**src/rtl/serial_adder.sv**
```systemverilog
// Bit-serial ripple adder: {Co, S} = A + B + Ci, one bit per clock, LSB first.
// Three-state control (IDLE/ADD/DONE) with registered result held between operations.
module serial_adder #(
    parameter int WIDTH = 4
) (
    input  logic             clk,
    input  logic             rst,
    input  logic             start,
    input  logic [WIDTH-1:0] A,
    input  logic [WIDTH-1:0] B,
    input  logic             Ci,
    output logic             busy,
    output logic             done,
    output logic [WIDTH-1:0] S,
    output logic             Co
);

    localparam int CW = (WIDTH > 2) ? $clog2(WIDTH) : 1;

    typedef enum logic [1:0] {
        IDLE = 2'd0,
        ADD  = 2'd1,
        DONE = 2'd2
    } state_t;

    state_t           r_state;
    state_t           w_next;
    logic [WIDTH-1:0] r_a;
    logic [WIDTH-1:0] r_b;
    logic [WIDTH-1:0] r_sum;
    logic [WIDTH-1:0] r_s;
    logic             r_c;
    logic             r_co;
    logic [CW-1:0]    r_cnt;

    logic             w_accept;
    logic             w_last;
    logic             w_sbit;
    logic             w_cout;
    logic [WIDTH-1:0] w_sum_next;

    // start is only honoured when no addition is in flight
    assign w_accept   = start && ((r_state == IDLE) || (r_state == DONE));
    assign w_last     = (r_state == ADD) && (r_cnt == CW'(WIDTH - 1));
    assign w_sbit     = r_a[0] ^ r_b[0] ^ r_c;
    assign w_cout     = (r_a[0] & r_b[0]) | (r_a[0] & r_c) | (r_b[0] & r_c);
    assign w_sum_next = {w_sbit, r_sum[WIDTH-1:1]};

    always_ff @(posedge clk) begin
        if (rst) begin
            r_state <= IDLE;
        end else begin
            r_state <= w_next;
        end
    end

    always_comb begin
        w_next = r_state;
        case (r_state)
            IDLE:    w_next = start ? ADD : IDLE;
            ADD:     w_next = w_last ? DONE : ADD;
            DONE:    w_next = start ? ADD : IDLE;
            default: w_next = IDLE;
        endcase
    end

    always_comb begin
        busy = 1'b0;
        done = 1'b0;
        case (r_state)
            ADD:     busy = 1'b1;
            DONE:    done = 1'b1;
            default: ;
        endcase
    end

    always_ff @(posedge clk) begin
        if (rst) begin
            r_a   <= '0;
            r_b   <= '0;
            r_sum <= '0;
            r_c   <= 1'b0;
            r_cnt <= '0;
            r_s   <= '0;
            r_co  <= 1'b0;
        end else if (w_accept) begin
            r_a   <= A;
            r_b   <= B;
            r_c   <= Ci;
            r_cnt <= '0;
        end else if (r_state == ADD) begin
            r_a   <= {1'b0, r_a[WIDTH-1:1]};
            r_b   <= {1'b0, r_b[WIDTH-1:1]};
            r_sum <= w_sum_next;
            r_c   <= w_cout;
            r_cnt <= r_cnt + CW'(1);
            // result registers change only on entry to DONE
            if (w_last) begin
                r_s  <= w_sum_next;
                r_co <= w_cout;
            end
        end
    end

    assign S  = r_s;
    assign Co = r_co;

endmodule

```
**config.mk**
```make
export PLATFORM = sky130hd
export DESIGN_NAME = serial_adder
export DESIGN_NICKNAME = d
export VERILOG_FILES = /design/src/rtl/serial_adder.sv
export SDC_FILE = /design/constraint.sdc
export NUM_CORES = 1
export LEC_CHECK = 0
export ABC_AREA = 1
export CORE_MARGIN = 1
export CORE_UTILIZATION = 48
export CTS_BUF_LIST = sky130_fd_sc_hd__clkbuf_4 sky130_fd_sc_hd__clkbuf_8
export DETAILED_ROUTE_END_ITERATION = 10
export PLACE_DENSITY = 0.77
export REMOVE_ABC_BUFFERS = 1
export SYNTH_ARGS = -nofsm -noshare
export SYNTH_HDL_FRONTEND = slang
export SYNTH_SLANG_ARGS = --single-unit
export TNS_END_PERCENT = 20
```
**constraint.sdc**
```tcl
create_clock -name clk -period 1.3 [get_ports clk]
set_clock_uncertainty 0.15 [all_clocks]
set_input_delay 0.13 -clock clk [delete_from_list [all_inputs] [get_ports clk]]
set_output_delay 0.13 -clock clk [all_outputs]
set_load 0.01 [all_outputs]
```
After elaboration in Yosys (flattened, before gate mapping)
Index checks and enable logic that the tools add are counted.
- $add $sub $neg: 1
- multipliers: 0
- div/mod/pow operators: 0
- order comparisons: 0
- eq/ne operators: 3
- shift operators: 0
- muxes and demuxes: 11
- bitwise operators: 8
- reduce and logical (&&, ||, !) cells: 9
- operator list (kind ; number):
    two-way mux 4 bit ; 4
    two-way mux 1 bit ; 5
    equality test 2 bit (second input constant) ; 2
    one-hot mux 2 bit (2 select lines) ; 1
    OR reduction 2 bit ; 2
    AND 1 bit ; 3
    AND reduction 3 bit ; 1
    adder 2 x 1 -> 2 bit (second input constant) ; 1
    equality test 2 x 1 -> 1 bit (second input constant) ; 1
    logical AND 1 bit ; 2
    logical NOT 2 bit ; 1
    two-way mux 2 bit ; 1
    bitwise OR 1 bit ; 2
    AND reduction 2 bit ; 1
    nonzero test 2 bit ; 1
    bitwise XOR 1 bit ; 2
    logical OR 1 bit ; 1
    NOT 1 bit ; 1
- bits in registers: 22
- latch bits: 0
- RAM bits: 0
- ROM bits: 0
- output and inout port bits: 7
- word-level logic and storage cells: 40
- memories kept: 0

Depth between registers and ports, before layout
Gate-level depths: netlist of the first run.
- depth in word-level cells: 5
- depth in mapped cells: 7

Least setup slack after synthesis of the first run
OpenSTA, ideal clock, no wires.
- kind: reg2reg
- start point: register r_a[0]
- end point: register r_s[3], in the netlist S[3]
- arrival time: 1047 ps
- path slack: 34 ps
- cell stages (with the launch flop): 4
- path buffers: 0
- cells stage by stage: dfxtp_1 > fa_1 > nand3_1 > a21oi_1
- word-level cells in the longest chain between the ends: 2
- ends and longest elaborated chain (what ; line ; text):
    start, declared ; 28 ; logic [WIDTH-1:0] r_a;
    start signal, assigned ; 92 ; r_a <= {1'b0, r_a[WIDTH-1:1]};
    bitwise XOR 1 bit (2 in series) ; 45 ; assign w_sbit = r_a[0] ^ r_b[0] ^ r_c;
    named net w_sbit ; 38 ; logic w_sbit;
    end signal, assigned ; 99 ; r_s <= w_sum_next;
    end, declared ; 31 ; logic [WIDTH-1:0] r_s;
The timed path passes the listed nets, and every way through them passes these cells.
A chain may end at the register's enable or synchronous reset.

Worst setup path in the final report of the first run
- start point: register r_b[0]
- end point: register r_s[3], in the netlist S[3]
- word-level cells in the longest chain between the ends: 2
- ends and longest elaborated chain (what ; line ; text):
    start, declared ; 29 ; logic [WIDTH-1:0] r_b;
    start signal, assigned ; 93 ; r_b <= {1'b0, r_b[WIDTH-1:1]};
    bitwise XOR 1 bit (2 in series) ; 45 ;
    named net w_sbit ; 38 ;
The timed path passes the listed nets, and every way through them passes these cells.

==> results_dict.tcl, run 1 <==
set metrics [dict create \
    grt_overflow 0 \
    setup_tns_ns -0.0117 \
    syn_inst 118 \
    cp-end-kind "flip-flop" \
    hold_depth 3 \
    finalPower_mw 1.28 \
    layoutNonFillerInstCount 177 \
    ir_drop_v 0.000540 \
    rr_endpoint "S[3]$_SDFFE_PP0P_" \
    synth_area_um2 1010 \
    grt_max_degree 16 \
    rsz0062_at_grt "yes" \
    yosys_warnings 0 \
    whs_ns 0.231 \
    reg2reg_slack_ns -0.01 \
    dieArea_um2 2300 \
    muxShareOfSynthArea_pct 0 \
    antenna_found_initial 0 \
    synth_cell_types 24 \
    fmax_mhz 762 \
    yosys.area_share.simple_pct 33.5 \
    die-height_um 48.0 \
    r2r.worst_path.cells 3 \
    reg2reg_from "r_b[0]$_SDFFE_PP0P_" \
    pwr-share-seq_pct 54.6 \
    ys_seq_area_share_pct 41.4 \
    avgSynthCellArea_um2 8.60 \
    antenna_cells 0 \
    yosys.area.top_type "dfxtp_1" \
    hold_violations 0 \
    setup_ws_ns -0.0117 \
    power.internal_uw 920 \
    place_hpwl_um 1530 \
    design.core.area_um2 1980 \
    p_clk_share_pct 24.8 \
    final_common_cell "nand3_1" \
    finalSetupViolCount 1 \
    totalWireLength_um 2030 \
    cts_sinks 21 \
    viasPerCell 4.90 \
    ys_ff_latch 21 \
    synth_top_area_share_pct 41.4 \
    cap_viol_max_count 0 \
    path_clk_slew_ns 0.12 \
    cp_max_fo 2 \
    drtAntennaViolNets 0 \
    clkLatencyLatePin_ns 0.30 \
    worstPathArrival_ns 1.40 \
    cts_root_buffer "clkbuf_4" \
    critPathRequiredTime_ns 1.39 \
    power_density_nw_per_um2 943 \
    startpoint "r_b[0]$_SDFFE_PP0P_" \
    ys_top_cells_by_area "dfxtp_1 41%, nand3_1 11%, nand2_1 6.7%" \
    synth_compound_area_share_pct 11.0 \
    synth_adder_area_share_pct 3.21 \
    ioPinCount 19 \
    vias 867 \
    drtIter0Drc 14 \
    first_pass_iters 4 \
    gp_congestion 0.765 \
    clockBufferDepth 2 \
    grt_pass1_vias 843 \
    crit_path_end "S[3]$_SDFFE_PP0P_" \
    hp-class "in2reg" \
    dp_slack_ns -0.119 \
    htreeDepth 1 \
    post-route-drc-count 0 \
    die_w_um 48.0 \
    leakage_nw 0.575 \
    grt_pass1_wl_um 3370 \
    status "finished with violations" \
    pwr-share-comb_pct 20.6 \
    final_cell_mix "22 x nand3_1, 18 x nand2_1, 17 x dfxtp_1, 14 x buf_4, 11 x clkdlybuf4s50_1" \
    cts_tree "yes" \
    port-buffer-count 18 \
    tightest_slew_ns 0.271 \
    nets 165 \
    netSwitchingPower_uw 357 \
    layout-drive-gt1-share_pct 31.3 \
    wl_per_cell_um 11.5 \
    failed_checks "negative setup slack" \
    num_rows 16 \
    start_kind "flip-flop" \
    slew_viol_final 0 \
    relSlewSlack_pct 82.0 \
    min_period_ns 1.31 \
    period_share_pct 101 \
    swShare_pct 28.0 \
    path_class "reg2reg" \
    worstHoldStart "B[3]" \
    grt_usage_pct 21.5 \
    start_util_pct 51.2 \
    synthToLayoutAreaGrowth_pct 33.4 \
    cts_buffers 3 \
    synth-xor-area-share_pct 0.863 \
    placed_cells 171 \
    synth_top_family_by_area "simple AND/OR/NAND/NOR gates" \
]
==> stage by stage <==
| stage | instance area, um^2 | util, % |
|---|---|---|
| 5_1_grt | 1350 | 68.3 |
| 4_1_cts | 1330 | 66.9 |
| 2_1_floorplan | 962 | - |
| 3_3_place_gp | 1270 | 64.3 |
| 3_5_place_dp | 1270 | 64.3 |
| 6_report | 1350 | 68.3 |
==> final cells by class <==
type	instances	area [um^2]
sequential	21	430
fill	169	628
inverter	11	48.8
tap	27	33.8
clock inverter	1	5.00
clock buffer	3	22.5
multi-input combinational	81	520
timing repair buffer	33	293
==> worst min-delay path by stage <==
stage | to | slack, ns
5_1_grt | r_a[3]$_SDFFE_PP0P_ | 0.25
4_1_cts | r_b[3]$_SDFFE_PP0P_ | 0.22
3_3_place_gp | S[2]$_SDFFE_PP0P_ | 0.30
3_5_place_dp | S[1]$_SDFFE_PP0P_ | 0.30
6_report | r_b[3]$_SDFFE_PP0P_ | 0.23
2_1_floorplan | r_a[0]$_SDFFE_PP0P_ | 0.04
==> flip-flops by register name (all words and copies together) (netlist names) <==
| register | cells |
|---|---|
| Co | 1 |
| S | 4 |
| r_a | 4 |
| r_b | 4 |
| r_c | 1 |
| r_cnt | 2 |
| r_state | 2 |
| r_sum | 3 |
==> metal layers <==
metal  up-vias  track usage, %  wire [um]
met5         -               0          0
met4         0            11.1         15
met3         2            4.53         67
met2        17            38.4       1050
met1       394            23.9        899
li1        454               -          -
==> power groups by stage <==
| stage | Combinational, mW | Sequential [mW] | Clock (mW) |
|---|---|---|---|
| global placement | 0.233 | 0.714 | 0 |
| floorplan | 0.119 | 0.717 | 0 |
| CTS | 0.257 | 0.696 | 0.337 |
| finish | 0.263 | 0.698 | 0.316 |
| detailed placement | 0.239 | 0.716 | 0 |
| global route | 0.290 | 0.702 | 0.354 |
==> cells in the mapped netlist, drive strengths merged <==
cell type and count:
nand3 28, dfxtp 21, nand2 21, a21oi 14, inv 11, nor2 11
clkbuf 3, o21ai 3, buf 2, fa 1, ha 1, o21a 1
xor2 1
==> critical path: stages, from the launching register on <==
cell and delay, ns:
dfxtp_2 0.35, fa_2 0.57, nand3_1 0.06, a21oi_1 0.12
==> what timing repair did <==
item / in CTS / in global routing
pin swaps: 1 / 4
endpoints found under the setup margin: 16 / 12
resized for setup: 22 / 8
hold buffers: 0 / 0
buffers inserted: 2 / 0
==> cells by family (layout without fill, tap and decap cells) <==
logic type      after synthesis  after routing
simple gates                 60             60
flops                        21             21
xor+xnor                      1              1
compound gates               18             18
buf+inv                      16             48
fa+ha+maj                     2              2
No activity file was read; power rests on OpenSTA's default activity.
==> inputs of run 2 (changes only) <==
--- a/config.mk
+++ b/config.mk
@@ -6,11 +6,14 @@
 export NUM_CORES = 1
 export LEC_CHECK = 0
 export ABC_AREA = 1
+export CELL_PAD_IN_SITES_DETAIL_PLACEMENT = 1
+export CELL_PAD_IN_SITES_GLOBAL_PLACEMENT = 2
+export CORE_ASPECT_RATIO = 0.6
 export CORE_MARGIN = 1
-export CORE_UTILIZATION = 48
+export CORE_UTILIZATION = 28
 export CTS_BUF_LIST = sky130_fd_sc_hd__clkbuf_4 sky130_fd_sc_hd__clkbuf_8
 export DETAILED_ROUTE_END_ITERATION = 10
-export PLACE_DENSITY = 0.77
+export PLACE_DENSITY_LB_ADDON = 0.1
 export REMOVE_ABC_BUFFERS = 1
 export SYNTH_ARGS = -nofsm -noshare
 export SYNTH_HDL_FRONTEND = slang
==> run 2 against run 1 <==
Against the previous run: the run still ends with negative setup slack left; sequential power about the same; first-iteration DRC count up 71%; design area up 1.9%; worst hold slack better by 0.060 ns; worst setup slack better by 0.0025 ns; combinational power up 2%; clock power up 44%; sequential cell count unchanged; clock-buffer cell count up 1; critical path type unchanged; critical endpoint is now r_sum[3]$_SDFFE_PP0P_.
==> results_dict.tcl, run 2 (same netlist as run 1, synthesis figures left out) <==
set metrics [dict create \
    dieArea_um2 3880 \
    cap_viol_max_count 0 \
    cts_buffers 3 \
    path_clk_slew_ns 0.08 \
    fin_area_um2 1380 \
    fillers 416 \
    reg2reg_slack_ns -0.009 \
    cp_max_fo 2 \
    failed_checks "negative setup slack" \
    netSwitchingPower_uw 376 \
    dp_slack_ns -0.125 \
    grt_overflow 0 \
    critPathRequiredTime_ns 1.31 \
    synthToLayoutAreaGrowth_pct 36.0 \
    cts_root_buffer "clkbuf_8" \
    design.core.area_um2 3360 \
    htreeDepth 1 \
    fmax_mhz 764 \
    min_period_ns 1.31 \
    final_cell_mix "22 x nand3_1, 18 x dfxtp_1, 18 x nand2_1, 12 x buf_4, 11 x clkdlybuf4s50_1" \
    whs_ns 0.291 \
    layout-drive-gt1-share_pct 28.7 \
    slew_viol_final 0 \
    hold_end "r_b[3]$_SDFFE_PP0P_" \
    die_w_um 79.7 \
    reg2reg_from "r_c$_SDFFE_PP0P_" \
    power_density_nw_per_um2 1030 \
    relSlewSlack_pct 86.5 \
    post-route-drc-count 0 \
    cts_tree "yes" \
    ir_drop_v 0.000445 \
    port-buffer-count 18 \
    cts_sinks 21 \
    vias 891 \
    hp-class "in2reg" \
    cp-end-kind "flip-flop" \
    status "finished with violations" \
    gp_congestion 0.671 \
    start_util_pct 30.2 \
    hold_violations 0 \
    antenna_cells 0 \
    period_share_pct 101 \
    setup_ws_ns -0.00922 \
    viasPerCell 4.57 \
    tightest_slew_ns 0.202 \
    fin_util_pct 41.0 \
    nets 165 \
    grt_usage_pct 14.5 \
    place_hpwl_um 2010 \
    grt_pass1_vias 903 \
    grt_max_degree 16 \
    p_clk_share_pct 31.9 \
    first_pass_iters 4 \
    drtIter0Drc 24 \
    grt_pass1_wl_um 4220 \
    worstPathArrival_ns 1.32 \
    clkLatencyLatePin_ns 0.26 \
    worstHoldStart "B[3]" \
    rr_endpoint "r_sum[3]$_SDFFE_PP0P_" \
    r2r.worst_path.cells 3 \
    hold_depth 3 \
    antenna_found_initial 0 \
    pwr-share-comb_pct 18.8 \
    swShare_pct 26.5 \
    drtAntennaViolNets 0 \
    totalWireLength_um 2540 \
    ioPinCount 19 \
    finalSetupViolCount 2 \
    final_common_cell "nand3_1" \
    finalPower_mw 1.42 \
    wl_per_cell_um 13.0 \
    path_class "reg2reg" \
    start_kind "flip-flop" \
    cts_hold_buffers 0 \
    die-height_um 48.6 \
    clockBufferDepth 2 \
    leakage_nw 0.589 \
    rsz0062_at_grt "yes" \
    power.internal_mw 1.04 \
    cts_setup_buffers 0 \
    place_area_um2 1320 \
    pwr-share-seq_pct 49.3 \
    num_rows 16 \
]
run 2: final cells by class:
class / count / area (um^2) / share of cell area, %
multi-input combinational: 81 / 500 / 36.3
inverter: 11 / 48.8 / 3.54
tap: 45 / 56.3 / 4.08
timing repair buffer: 33 / 297 / 21.5
sequential: 21 / 429 / 31.1
clock buffer: 4 / 48.8 / 3.54
run 2: power groups by stage:
| stage | combinational (mW) | clock [mW] | sequential [mW] |
|---|---|---|---|
| after floorplan | 0.119 | 0 | 0.717 |
| after global placement | 0.254 | 0 | 0.716 |
| after detailed placement | 0.264 | 0 | 0.717 |
| after CTS | 0.267 | 0.469 | 0.700 |
| after global routing | 0.292 | 0.496 | 0.705 |
| final | 0.267 | 0.454 | 0.700 |
run 2: per-layer routing:
metal	GRT usage, %	up-vias	routed length [um]
met5	0	-	0
met4	1.82	0	0
met3	4.53	0	66
met2	22.8	11	1070
met1	20.0	426	1400
li1	-	454	-
run 2: how the worst max path moves through the flow:
stage	endpoint	slack, ns	startpoint
2_1_floorplan	r_state[0]$_SDFF_PP0_	-0.14	r_state[0]$_SDFF_PP0_
3_3_place_gp	done	-0.12	r_state[1]$_SDFF_PP0_
3_5_place_dp	done	-0.12	r_state[1]$_SDFF_PP0_
4_1_cts	r_sum[3]$_SDFFE_PP0P_	-0.03	r_c$_SDFFE_PP0P_
5_1_grt	S[3]$_SDFFE_PP0P_	-0.03	r_c$_SDFFE_PP0P_
6_report	r_sum[3]$_SDFFE_PP0P_	-0.009	r_c$_SDFFE_PP0P_
run 2: worst max-delay path, stage by stage (launching register included):
cell and delay (ns):
dfxtp_2 0.34, fa_1 0.51, o21ai_1 0.16, nor2_1 0.06
run 2: repair_timing:
item / in CTS / in global routing
pin swaps: 3 / 1
resized for setup: 17 / 6
setup endpoints to repair: 20 / 14
cloned: 0 / 0
run 2: stage by stage:
stage / cells / TNS (ns)
after floorplan: 113 / -0.825
after global placement: 191 / -0.295
after detailed placement: 191 / -0.826
after CTS: 195 / -0.0499
after global routing: 195 / -0.0847
final: 195 / -0.0146
==> patch, RTL diff (flow settings as in run 1) <==
Make the reset (`rst`) asynchronous in 2 clocked blocks.
--- a/src/rtl/serial_adder.sv
+++ b/src/rtl/serial_adder.sv
@@ -47,5 +47,5 @@
     assign w_sum_next = {w_sbit, r_sum[WIDTH-1:1]};
 
-    always_ff @(posedge clk) begin
+    always_ff @(posedge clk or posedge rst) begin
         if (rst) begin
             r_state <= IDLE;
@@ -75,5 +75,5 @@
     end
 
-    always_ff @(posedge clk) begin
+    always_ff @(posedge clk or posedge rst) begin
         if (rst) begin
             r_a   <= '0;
Behaviour: differs if rst is asserted again (counterexample within 4 cycles, from zero or initial values and one cycle with rst high); with rst held inactive, the same outputs for 10 cycles.
==> patch against run 1 <==
- the flow finishes with violations (hold timing, setup timing)
- routed wire length shrank 5.4%
- utilization rose by 2.1 points
- area after synthesis is 5.3% lower
- cell count shrank 5.6%
- worst hold slack got worse by 240 ps
- setup slack worse by 58 ps
- design area is 6.3% lower
- sequential cell count stayed put
- first-iteration DRC count shrank 7.1%
- sequential share of layout area grew 9.6 points
- critical path depth unchanged
- critical path type unchanged
- largest cell class is now sequential cells
Power is not compared: it rests on default switching activity, and its combinational part moved more than twofold at a synthesized area within 25%.
==> patch: results (changes against run 1) <==
- Multi-input gate share of total cell area: 0.2909 (-0.09355)
- Failing checks: hold timing, setup timing
- Critical path's largest stage delay: 560 ps
- Routing usage on met3: 0.03462 (-0.01067)
- Number of non-clock inverters: 18 (+7)
- Slowest CP cell: fa_1
- Largest net degree at the start of global routing: 22 (+6)
- DP Area: 1214 sq um (-4.7%)
- CP Data Arrival Time: 1450 ps (+50 ps)
- Hold crit path type: in -> async
- HPWL after DPL: 1381 microns (-9.6%)
- Iteration count of the initial detailed-routing pass: 5 (+1)
- Outcome: complete, but fails checks
- Routed length per instance: 11.50 microns (+0.30%)
- R2R Path End: r_sum[3]$_DFFE_PP0P_
- Placed cells: 162 (-5.3%)
- Flip-flop and latch area: 525.5 sq um (+22%)
- Final setup fails: 6 (+5)
- Via count: 774 (-11%)
- Worst hold slack: -13.08 ps (-244.1 ps)
- Hold violation count in the final report: 9 (+9)
- GR Util met2: 0.3389 (-0.04489)
- Primary FF master, synth: dfrtp_1
- Number of global-route vias before repair: 709 (-16%)
- Gr usage total: 0.2090 (-0.006404)
- Top cells by area, synth: dfrtp_1, nand2_1, inv_1
- Post-Synthesis Cells: 113 (-4.2%)
- Final std cells w/o fill: 167 (-5.6%)
- End of the critical path: r_sum[3]$_DFFE_PP0P_
- Unique masters post-synth: 17 (-29%)
- Worst R2R Path Depth: 3 (unchanged)
- Seq area share: 0.4142 (+0.09627)
- Register area share after synthesis: 0.5469 (+0.1326)
- # fillers: 147 (-13%)
- Asr flop ratio synth: 1.000 (+1.000)
- Final non-clock buffer share: 0.1903 (-0.02593)
- Initial DRC count: 13 (-1)
- H-tree levels: 1 (unchanged)
- Pre-CTS setup slack: -90.54 ps (+28.30 ps)
- First-pass GRT wire length: 3084 microns (-8.4%)
- Clock tree cell share of total cell area: 0.02170 (+0.001364)
- Delay-heaviest family, CP: adder cells
- GP Congestion: 0.7828 (+2.3%)
- Worst setup margin: -70.13 ps (-58.38 ps)
- Crit path launch: r_a[0]$_DFFE_PP0P_
- Sum of negative setup slack: -255.0 ps (-243.2 ps)
- Sink Count: 21 (unchanged)
- Signal buffers: 26 (-21%)
- GR Util met1: 0.2649 (+0.02622)
- Post-synth top cells: nand2_1, dfrtp_1, inv_1
- Synthesized area: 960.9 sq um (-5.3%)
- Ant. Diodes: 0 (unchanged)
- Slew HR: 0.8212 (+0.001632)
- Multi-input logic cell count: 73 (-9.9%)
- Share of post-route cells with drive strength above 1: 0.1761 (-0.1373)
==> patch: changes by cell type after synthesis, moves of 8 or more <==
cell / delta
a21oi_1: -8
nand3_1: -14
nand2_1: +27
dfrtp_1: +21
dfxtp_1: -21
==> patch: timing repair <==
item / CTS / global route
gates resized for setup: 17 / 11
hold endpoints to repair: 0 / 0
endpoints found under the setup margin: 12 / 21
pin swaps: 4 / 5
cloned: 0 / 0
setup buffers: 1 / 0
==> patch: kinds of logic (layout without fill, tap and decap cells) <==
kind of cell	count (synthesis)	count (layout)	synth area share
simple gates	62	62	0.2865
fa+ha+maj	2	2	0.03385
flops	21	21	0.5469
compound gates	9	9	0.04686
buf+inv	19	48	0.08593
==> patch: power breakdown <==
group,switching (W),internal (W),leakage [nW]
logic,0.000852,0.000672,0.395
registers,0.000186,0.000956,0.263
clock network,0.000204,0.000115,0.0177
total,0.00124,0.00174,0.676
==> patch: layer usage <==
metal	wire length, microns	share of wire
met5	0	0
met4	42	0.022
met3	59	0.031
met2	959	0.50
met1	861	0.45
